==> config.mk <==
export PLATFORM = sky130hd
export DESIGN_NAME = bpu_update_queue
export DESIGN_NICKNAME = d
export VERILOG_FILES = /design/src/rtl/bpu_update_queue_pkg.sv /design/src/rtl/bpu_update_queue_multi_push_fifo.sv /design/src/rtl/bpu_update_queue.sv
export SDC_FILE = /design/constraint.sdc
export NUM_CORES = 2
export LEC_CHECK = 0
export BUFFER_PORTS_ARGS = -buffer_cell sky130_fd_sc_hd__buf_2
export CAP_MARGIN = 15
export CORE_ASPECT_RATIO = 1.5
export CORE_MARGIN = 2
export CORE_UTILIZATION = 45
export DETAILED_ROUTE_END_ITERATION = 7
export SLEW_MARGIN = 20
export SYNTH_ARGS = -nofsm -noshare
export SYNTH_HDL_FRONTEND = slang
export SYNTH_HIERARCHICAL = 1
export SYNTH_SLANG_ARGS = --single-unit
==> constraint.sdc <==
create_clock -name clk_i -period 5.57 [get_ports clk_i]
set_input_delay 0.8355 -clock clk_i [delete_from_list [all_inputs] [get_ports clk_i]]
set_output_delay 0.8355 -clock clk_i [all_outputs]
set_load 0.02 [all_outputs]
==> src/rtl/bpu_update_queue_pkg.sv <==
// Purpose : shared types for the commit->BPU predictor-update path (also used by BPU and commit stage).
// Latency : n/a (types and constants only).
// Backpressure: n/a.
// Contents: PLEN, BPU_UPD_DEPTH default, bpu_update_t {pc, target, is_cond, taken, is_call, is_ret}.
package bpu_update_queue_pkg;

    localparam int PLEN          = 32;
    localparam int BPU_UPD_DEPTH = 8;

    typedef struct packed {
        logic [PLEN-1:0] pc;
        logic [PLEN-1:0] target;
        logic            is_cond;
        logic            taken;
        logic            is_call;
        logic            is_ret;
    } bpu_update_t;

endpackage

==> src/rtl/bpu_update_queue_multi_push_fifo.sv <==
// Purpose : DEPTH-entry bpu_update_t FIFO taking up to NPUSH pre-compacted entries and popping one per cycle.
// Latency : 1 cycle write->head visible; head read combinationally from storage.
// Backpressure: none internally; the caller must not push beyond free space (checked by assertion).
// Ports   : clk_i, rst_ni (async, active-low); push_cnt_i/push_dat_i (entries 0..push_cnt_i-1 valid);
//           pop_i; head_o (entry at read pointer); count_o (registered occupancy).
module bpu_update_queue_multi_push_fifo
    import bpu_update_queue_pkg::*;
#(
    parameter int DEPTH = 8,
    parameter int NPUSH = 4
) (
    input  logic                         clk_i,
    input  logic                         rst_ni,
    input  logic [$clog2(NPUSH+1)-1:0]   push_cnt_i,
    input  bpu_update_t [NPUSH-1:0]      push_dat_i,
    input  logic                         pop_i,
    output bpu_update_t                  head_o,
    output logic [$clog2(DEPTH+1)-1:0]   count_o
);

    localparam int AW  = $clog2(DEPTH);
    localparam int CW  = $clog2(DEPTH+1);
    localparam int PCW = $clog2(NPUSH+1);

    localparam logic [CW-1:0]  DEPTH_C = CW'(DEPTH);
    localparam logic [PCW-1:0] NPUSH_C = PCW'(NPUSH);

    bpu_update_t   mem_q [DEPTH];
    logic [AW-1:0] wr_ptr_q;
    logic [AW-1:0] rd_ptr_q;
    logic [CW-1:0] count_q;
    logic          pop_en;

    assign pop_en  = pop_i && (count_q != '0);
    assign head_o  = mem_q[rd_ptr_q];
    assign count_o = count_q;

    always_ff @(posedge clk_i or negedge rst_ni) begin
        if (!rst_ni) begin
            wr_ptr_q <= '0;
            rd_ptr_q <= '0;
            count_q  <= '0;
            for (int k = 0; k < DEPTH; k++) begin
                mem_q[k] <= '0;
            end
        end else begin
            // Pointer arithmetic is AW bits wide, so a group straddling the end wraps for free.
            for (int j = 0; j < NPUSH; j++) begin
                if (PCW'(j) < push_cnt_i) begin
                    mem_q[wr_ptr_q + AW'(j)] <= push_dat_i[j];
                end
            end
            wr_ptr_q <= wr_ptr_q + AW'(push_cnt_i);
            if (pop_en) begin
                rd_ptr_q <= rd_ptr_q + 1'b1;
            end
            count_q <= count_q + CW'(push_cnt_i) - CW'(pop_en);
        end
    end

`ifndef SYNTHESIS
    always_ff @(posedge clk_i) begin
        if (rst_ni) begin
            assert (count_q <= DEPTH_C)
                else $error("bpu update fifo count overflow");
            assert (push_cnt_i <= NPUSH_C)
                else $error("bpu update fifo push count too large");
        end
    end
`endif

endmodule

==> src/rtl/bpu_update_queue.sv <==
// Purpose : compacts retired control-flow instrs in program order and streams one BPU update per cycle.
// Latency : >=1 cycle commit->update; with BPU_UPD_BYPASS_EN defined, 0 cycles when the queue is empty.
// Backpressure: commit_ready_o high only when a full group fits (registered count); update side is valid-only.
// Ports   : clk_i, rst_ni; commit_*_i per-slot retire info, commit_ready_o;
//           update_valid_o + update_{pc,target,is_cond,taken,is_call,is_ret}_o (zero when invalid);
//           occupancy_o (registered entry count).
// Option  : macro BPU_UPD_BYPASS_EN enables the empty-queue same-cycle bypass.
module bpu_update_queue
    import bpu_update_queue_pkg::*;
#(
    parameter int COMMIT_WIDTH = 4,
    parameter int DEPTH        = BPU_UPD_DEPTH
) (
    input  logic                                clk_i,
    input  logic                                rst_ni,
    input  logic [COMMIT_WIDTH-1:0]             commit_valid_i,
    output logic                                commit_ready_o,
    input  logic [COMMIT_WIDTH-1:0]             commit_is_br_i,
    input  logic [COMMIT_WIDTH-1:0][PLEN-1:0]   commit_pc_i,
    input  logic [COMMIT_WIDTH-1:0]             commit_is_cond_i,
    input  logic [COMMIT_WIDTH-1:0]             commit_taken_i,
    input  logic [COMMIT_WIDTH-1:0][PLEN-1:0]   commit_target_i,
    input  logic [COMMIT_WIDTH-1:0]             commit_is_call_i,
    input  logic [COMMIT_WIDTH-1:0]             commit_is_ret_i,
    output logic                                update_valid_o,
    output logic [PLEN-1:0]                     update_pc_o,
    output logic [PLEN-1:0]                     update_target_o,
    output logic                                update_is_cond_o,
    output logic                                update_taken_o,
    output logic                                update_is_call_o,
    output logic                                update_is_ret_o,
    output logic [$clog2(DEPTH+1)-1:0]          occupancy_o
);

    localparam int CNTW = $clog2(DEPTH+1);
    localparam int PCW  = $clog2(COMMIT_WIDTH+1);
    localparam int IDXW = (COMMIT_WIDTH > 1) ? $clog2(COMMIT_WIDTH) : 1;

    localparam logic [CNTW-1:0] READY_MAX = CNTW'(DEPTH - COMMIT_WIDTH);

    logic [CNTW-1:0]                count_q;
    logic [COMMIT_WIDTH-1:0]        acc_mask;
    logic [COMMIT_WIDTH-1:0]        push_mask;
    logic [COMMIT_WIDTH-1:0]        byp_mask;
    logic                           byp_en;
    bpu_update_t [COMMIT_WIDTH-1:0] slot_dat;
    bpu_update_t [COMMIT_WIDTH-1:0] comp_dat;
    logic [PCW-1:0]                 push_cnt;
    logic                           queue_nonempty;
    bpu_update_t                    head_dat;
    bpu_update_t                    out_dat;

    // Ready from registered count only: a same-cycle pop earns no credit.
    assign commit_ready_o = (count_q <= READY_MAX);
    assign acc_mask       = commit_valid_i & commit_is_br_i & {COMMIT_WIDTH{commit_ready_o}};
    assign queue_nonempty = (count_q != '0);

    always_comb begin
        for (int i = 0; i < COMMIT_WIDTH; i++) begin
            slot_dat[i].pc      = commit_pc_i[i];
            slot_dat[i].target  = commit_target_i[i];
            slot_dat[i].is_cond = commit_is_cond_i[i];
            slot_dat[i].taken   = commit_taken_i[i];
            slot_dat[i].is_call = commit_is_call_i[i];
            slot_dat[i].is_ret  = commit_is_ret_i[i];
        end
    end

`ifdef BPU_UPD_BYPASS_EN
    bpu_update_t byp_dat;

    // Lowest accepted slot goes straight out when nothing older is queued.
    assign byp_en   = !queue_nonempty && (acc_mask != '0);
    assign byp_mask = byp_en ? (acc_mask & (~acc_mask + COMMIT_WIDTH'(1))) : '0;

    always_comb begin
        byp_dat = '0;
        for (int i = 0; i < COMMIT_WIDTH; i++) begin
            if (byp_mask[i]) begin
                byp_dat = slot_dat[i];
            end
        end
    end
`else
    assign byp_en   = 1'b0;
    assign byp_mask = '0;
`endif

    assign push_mask = acc_mask & ~byp_mask;

    // Running prefix count of pushed slots gives each slot its write offset, closing holes.
    always_comb begin
        push_cnt = '0;
        comp_dat = '0;
        for (int i = 0; i < COMMIT_WIDTH; i++) begin
            if (push_mask[i]) begin
                comp_dat[push_cnt[IDXW-1:0]] = slot_dat[i];
                push_cnt                     = push_cnt + 1'b1;
            end
        end
    end

    bpu_update_queue_multi_push_fifo #(
        .DEPTH (DEPTH),
        .NPUSH (COMMIT_WIDTH)
    ) u_fifo (
        .clk_i      (clk_i),
        .rst_ni     (rst_ni),
        .push_cnt_i (push_cnt),
        .push_dat_i (comp_dat),
        .pop_i      (queue_nonempty),
        .head_o     (head_dat),
        .count_o    (count_q)
    );

    always_comb begin
        out_dat = '0;
        if (queue_nonempty) begin
            out_dat = head_dat;
        end
`ifdef BPU_UPD_BYPASS_EN
        else if (byp_en) begin
            out_dat = byp_dat;
        end
`endif
    end

    assign update_valid_o   = queue_nonempty || byp_en;
    assign update_pc_o      = out_dat.pc;
    assign update_target_o  = out_dat.target;
    assign update_is_cond_o = out_dat.is_cond;
    assign update_taken_o   = out_dat.taken;
    assign update_is_call_o = out_dat.is_call;
    assign update_is_ret_o  = out_dat.is_ret;
    assign occupancy_o      = count_q;

endmodule
Word level (Yosys, flattened, before mapping)
Index checks and enable logic that the tools add are counted.

operators by class
  add/sub/neg operators = 10
  order comparisons = 20
  muxes and demuxes = 37
  bitwise logic cells = 7
  reduce and logical (&&, ||, !) cells = 8

operator list
  cell                                                                number
  bitwise mux 544 bit                                                 4
  two-way mux 544 bit                                                 4
  bitwise mux 272 bit                                                 3
  demux 68 bit (select 3 bit)                                         4
  two-way mux 272 bit                                                 3
  two-way mux 68 bit                                                  11
  demux 68 bit (select 2 bit)                                         3
  binary-select mux 68 bit (select 3 bit)                             1
  greater-or-equal comparator 4 bit (second input constant)           5
  inverter 3 -> 4 bit                                                 5
  < comparator 4 x 1 -> 1 bit (second input constant)                 4
  adder 3 x 1 -> 3 bit (second input constant)                        5
  < comparator 2 x 3 -> 1 bit (second input constant)                 3
  two-way mux 3 bit                                                   3
  bitwise AND 4 bit                                                   2
  logical AND 1 bit                                                   7
  adder 3 x 2 -> 3 bit (second input constant)                        2
  greater-or-equal comparator 2 x 1 -> 1 bit (second input constant)  3
  < comparator 1 x 3 -> 1 bit (first input constant)                  2
  < comparator 2 x 3 -> 1 bit (first input constant)                  2
  adder 4 x 3 -> 4 bit                                                1
  less-or-equal comparator 4 x 3 -> 1 bit (second input constant)     1
  nonzero test 4 bit                                                  1
  subtractor 4 x 1 -> 4 bit                                           1
  other kinds (2)                                                     2

word-level totals
  flip-flop bits (word level) = 554
  input port bits = 282
  output and inout bits = 74
  word-level logic and storage cells = 133

Logic depth before layout (Yosys ltp)
  depth in word-level cells = 21
  gate-level depth with buffers = 22
  depth with buffers taken out = 16

Cells and area by module
Netlist, hierarchy kept.

modules (own cells, without submodules)
  module                            instances  cells each  area an instance (µm²)  seq. area each (µm²)
  bpu_update_queue_multi_push_fifo  1          4394        39147.5                 13863.3
  bpu_update_queue                  1          977         6401.1                  0.0

Worst setup path after synthesis
Ideal clock, no wire load.

  path kind = input -> register
  start point = input commit_valid_i[1]
  end point = register u_fifo/mem_q[262] (netlist name)
  setup time = 135 ps
  arrival time = 4561 ps
  required time = 5435 ps
  setup slack = 874 ps
  cell stages on the path = 20
  path buffers = 9
  cell sequence = and2_1 > buf_2 > clkbuf_1 > clkbuf_1 > nand2_1 > ha_1 > clkbuf_1 > nor4bb_1 > a31oi_1 > nor2_2 > buf_2 > or2_2 > or3_1 > clkbuf_1 > buf_2 > buf_4 > clkbuf_1 > and3_1 > a211oi_1 > o31ai_1

on the way
  elaborated cells on any way between the ends = 34
  classes of those cells = add/sub: 2; order compare: 8; mux: 20; bitwise: 2; reduce/logical: 2

RTL lines
  what                              RTL line                                source
  start: declaration                bpu_update_queue.sv:16                  input logic [COMMIT_WIDTH-1:0] commit_valid_i,
  bitwise AND 4 bit * (2 in a row)  bpu_update_queue.sv:55                  assign acc_mask = commit_valid_i & commit_is_br_i & {COMMIT_WIDTH{commit_ready_o}};
  two-way mux 3 bit *               bpu_update_queue.sv:96                  if (push_mask[i]) begin
  adder 3 x 1 -> 3 bit              bpu_update_queue.sv:98                  push_cnt = push_cnt + 1'b1;
  two-way mux 3 bit *               bpu_update_queue.sv:96
  adder 3 x 1 -> 3 bit              bpu_update_queue.sv:98
  two-way mux 3 bit *               bpu_update_queue.sv:96
  net push_cnt[2]                   bpu_update_queue.sv:48                  logic [PCW-1:0] push_cnt;
  < comparator 1 x 3 -> 1 bit       bpu_update_queue_multi_push_fifo.sv:49  if (PCW'(j) < push_cnt_i) begin
  two-way mux 544 bit               bpu_update_queue_multi_push_fifo.sv:49
  bitwise mux 544 bit               bpu_update_queue_multi_push_fifo.sv:50  mem_q[wr_ptr_q + AW'(j)] <= push_dat_i[j];
  two-way mux 544 bit               bpu_update_queue_multi_push_fifo.sv:49
  bitwise mux 544 bit               bpu_update_queue_multi_push_fifo.sv:50
  two-way mux 544 bit               bpu_update_queue_multi_push_fifo.sv:49
  bitwise mux 544 bit               bpu_update_queue_multi_push_fifo.sv:50
  two-way mux 544 bit *             bpu_update_queue_multi_push_fifo.sv:49
  end signal: indexed assignment    bpu_update_queue_multi_push_fifo.sv:50
  end: declaration                  bpu_update_queue_multi_push_fifo.sv:28  bpu_update_t mem_q [DEPTH];

Mark *: on every way through the listed nets, which the timed path passes. The rest lies on a longest branch.
A chain may end at the register's enable or synchronous reset.

Worst setup path after layout
  start point = register u_fifo.count_q[1] (netlist: u_fifo/count_o[1])
  end point = register u_fifo/mem_q[57] (netlist name)

on the way
  elaborated cells on any way between the ends = 43
  classes of those cells = add/sub: 3; order compare: 11; mux: 25; bitwise: 1; reduce/logical: 3

RTL lines
  what                                       RTL line                                source
  start: declaration                         bpu_update_queue_multi_push_fifo.sv:31  logic [CW-1:0] count_q;
  start signal: assignment                   bpu_update_queue_multi_push_fifo.sv:57  count_q <= count_q + CW'(push_cnt_i) - CW'(pop_en);
  less-or-equal comparator 4 x 3 -> 1 bit *  bpu_update_queue.sv:54                  assign commit_ready_o = (count_q <= READY_MAX);
  bitwise AND 4 bit *                        bpu_update_queue.sv:55
  two-way mux 1 bit                          bpu_update_queue.sv:96
  adder 3 x 1 -> 3 bit                       bpu_update_queue.sv:98
  two-way mux 3 bit                          bpu_update_queue.sv:96
  adder 3 x 1 -> 3 bit                       bpu_update_queue.sv:98
  two-way mux 3 bit                          bpu_update_queue.sv:96
  adder 3 x 1 -> 3 bit                       bpu_update_queue.sv:98
  [... 1 more ...]                           --
  net push_cnt[1]                            bpu_update_queue.sv:48
  < comparator 1 x 3 -> 1 bit                bpu_update_queue_multi_push_fifo.sv:49
  two-way mux 544 bit                        bpu_update_queue_multi_push_fifo.sv:49
  bitwise mux 544 bit                        bpu_update_queue_multi_push_fifo.sv:50
  two-way mux 544 bit                        bpu_update_queue_multi_push_fifo.sv:49
  bitwise mux 544 bit                        bpu_update_queue_multi_push_fifo.sv:50
  two-way mux 544 bit                        bpu_update_queue_multi_push_fifo.sv:49
  bitwise mux 544 bit                        bpu_update_queue_multi_push_fifo.sv:50
  two-way mux 544 bit *                      bpu_update_queue_multi_push_fifo.sv:49

Marks and branches as above.

==> reports/qor.json <==
{
  "die": {
    "die_h_um": 393.7,
    "core-area_um2": 100200,
    "placementRows": 142,
    "ioPinCount": 356,
    "die_x_um": 263.8,
    "fp.dieArea_um2": 103800,
    "floorplan.initialDensity": 0.4545
  },
  "routing": {
    "detailedRoute.firstIterationViolations": 10050,
    "detail_route.vias_per_cell": 8.274,
    "drt-wirelength-per-cell_um": 41.26,
    "vias": 53510,
    "drc_errors": 1,
    "detailedRoute.firstPassIterationCount": 8,
    "wirelength_um": 266800,
    "ant_nets": 0
  },
  "global_routing": {
    "maximum_number_of_pins_on_one_net_before_global_route_repair": 168,
    "overall_global_routing_usage": 0.4955,
    "vias_in_the_first_global_route": 52708,
    "overflow": 0,
    "antenna_found_initial": 32,
    "grt_pass1_wl_um": 378500
  },
  "timing": {
    "final-setup-viol-count": 0,
    "timing.final.hold_violations": 0,
    "fmaxAchievable_ghz": 0.1845,
    "setup_repair_after_global_routing_missed_its_margin": "no",
    "finalMaxSlewViolations": 0,
    "finalClockSkew_ps": 23.20,
    "fin_worst_hold_slack_ps": 172.0,
    "worstMarginPinSlew_ps": 1191,
    "period_share": 0.9730,
    "slew-limit-headroom": 0.2061,
    "totalNegativeSetupSlack_ps": 0,
    "period_minus_slack_ps": 5420
  },
  "clock_network": {
    "clk_pin_slew_ps": 70,
    "clockRootBuffer": "clkbuf_16",
    "holdBufCountCts": 0,
    "cts-htree-levels": 2,
    "total_clock_buffers_created_by_cts": 59,
    "cts_tree": "built",
    "cts_sinks": 554,
    "cts_post_setup_buffers_inserted": 0,
    "clkLatencyLatePin_ps": 700,
    "cts_resized": 0,
    "cts_buffer_depth": 3
  },
  "setup_path": {
    "worstPathArrival_ps": 6010,
    "cp-end-kind": "register",
    "worstPathMaxFanout": 50,
    "timing.critical_path.from_type": "register",
    "worstPathRequired_ps": 6160,
    "path_class": "register to register"
  },
  "outcome": {
    "status": "finished with violations",
    "failed_checks": "design-rule violations"
  },
  "power_and_ir_drop": {
    "power.density_cell_area_nw_per_um2": 511.8,
    "p_leak_nw": 21.86,
    "irDropWorstVdd_mv": 0.7947
  },
  "place": {
    "detailedPlacementHpwl_um": 141600,
    "routabilityCongestion": 0.9297,
    "portBuffers": 355,
    "placed_cell_area_um2": 47780
  },
  "yosys": {
    "synthDominantAreaCellType": "dfrtp_1",
    "synth_cell_type_count": 60,
    "synthCells": 5371,
    "ys_ff_latch": 554,
    "postSynthAreaPerCell_um2": 8.480,
    "synthDominantCellAreaShare": 0.3044,
    "synth_ff_type": "dfrtp_1",
    "syn_area_um2": 45550,
    "synth_area_leaders": "dfrtp_1 30%, a211oi_1 10%, o31ai_1 9.0%",
    "yosys_warning_count": 6,
    "synth_edf_count": 0,
    "synth_fp_nets": 5666,
    "seq_area_frac_synth": 0.3044,
    "synth_async_sr_flop_share": 1.000
  },
  "finish": {
    "mostFrequentLayoutCells": "613 x nor2_1, 612 x a211oi_1, 550 x dfrtp_1, 545 x o31ai_1, 544 x a22oi_1",
    "final_nets": 5395,
    "fill_cells": 9473,
    "final_layout_size_suffix_gt1_frac": 0.1885,
    "syn2layout_area_growth_pct": 9.397,
    "mostFrequentLayoutCell": "nor2_1",
    "final_design_area_no_fill_um2": 49830
  },
  "run": {
    "drv.max_cap_violation_count": 0
  },
  "min_path": {
    "holdCritPathClass": "input pin to async pin"
  }
}
## metal layers
| metal | wire, um | global-route usage |
|---|---|---|
| met4 | 28670 | 0.4108 |
| met1 | 88190 | 0.5862 |
| met3 | 44550 | 0.2251 |
| met2 | 105300 | 0.6821 |
| met5 | 138 | 0.0004660 |
## final timing paths
| kind | start | endpoint | slack, ps | depth (start not counted) |
|---|---|---|---|---|
| worst min-delay path | rst_ni | u_fifo/mem_q[537]$_DFF_PN0_ | 170 | 1 |
| max in group asynchronous | rst_ni | u_fifo/mem_q[236]$_DFF_PN0_ | 4110 | 2 |
| worst max register to register | u_fifo/count_o[1]$_DFF_PN0_ | u_fifo/mem_q[57]$_DFF_PN0_ | 150 | 14 |
| min in group clk_i | u_fifo/mem_q[384]$_DFF_PN0_ | u_fifo/mem_q[384]$_DFF_PN0_ | 650 | 2 |
| worst max-delay path | u_fifo/count_o[1]$_DFF_PN0_ | u_fifo/mem_q[57]$_DFF_PN0_ | 150 | 14 |
| worst min register to register | u_fifo/mem_q[384]$_DFF_PN0_ | u_fifo/mem_q[384]$_DFF_PN0_ | 650 | 2 |
## report_power, final
group / internal [mW] / total (mW) / switching (mW)
Combinational: 5.03 / 14.1 / 9.08
Clock: 2.37 / 4.31 / 1.94
Sequential: 5.69 / 7.08 / 1.39
## Yosys cell counts (78+ instances only)
| master | instances |
|---|---|
| dfrtp_1 | 554 |
| nand2_1 | 152 |
| a22oi_1 | 544 |
| mux4_2 | 136 |
| nor3_1 | 283 |
| mux2_2 | 136 |
| and3_1 | 277 |
| inv_1 | 86 |
| buf_1 | 207 |
| nor2_1 | 617 |
| o31ai_1 | 545 |
| clkbuf_1 | 452 |
| a22o_1 | 137 |
| a211oi_1 | 612 |
| buf_2 | 163 |
| nand3_1 | 78 |
## through the flow
stage | cells | power [mW] | setup slack [ps] | util
after global placement | 6335 | 20.18 | 457.2 | 0.4768
after CTS | 6442 | 24.59 | 326.8 | 0.4966
after floorplan | 5371 | 15.17 | 874.3 | -
final | 6467 | 25.50 | 150.3 | 0.4973
after global routing | 6453 | 25.93 | 100.6 | 0.4969
after detailed placement | 6335 | 20.31 | 379.5 | 0.4768
## cell type report
cell class	instances	area (um^2)	area share
Antenna cell	25	62.56	0.001255
Clock buffer	95	1874	0.03761
Clock inverter	12	110.1	0.002210
Inverter	87	326.6	0.006554
Multi-Input combinational cell	3886	28320	0.5684
Sequential cell	554	13880	0.2785
Tap cell	1296	1622	0.03254
Timing Repair Buffer	512	3632	0.07289
## kinds of logic (layout without fill, tap and decap cells)
logic type	after synthesis	after routing	synth area share
AOI/OAI and AO/OA	1987	1987	0.3276
xor gates and xnor gates	14	14	0.003846
adders and majority gates	14	14	0.004120
buffers and inverters	931	706	0.08318
DFF	554	554	0.3044
muxes	341	341	0.1160
other	0	25	0
and+or+nand+nor	1530	1530	0.1608
## sequential cells by signal (all words and copies together), names as in the netlist
name and cells:
u_fifo/mem_q 544, u_fifo/wr_ptr_q 3, u_fifo/count_o 4, u_fifo/rd_ptr_q 3
## worst max-delay path, stage by stage (launching register included)
cell	delay, ps
dfrtp_1	430
o21a_1	360
or2_4	290
inv_1	210
nand2_1	90
ha_1	520
or4_4	640
mux2i_1	150
a22o_1	260
a21oi_2	220
nor3_2	250
buf_4	450
buf_4	900
a22oi_1	250
o31ai_1	130
Power figures use the tool's default switching activity.
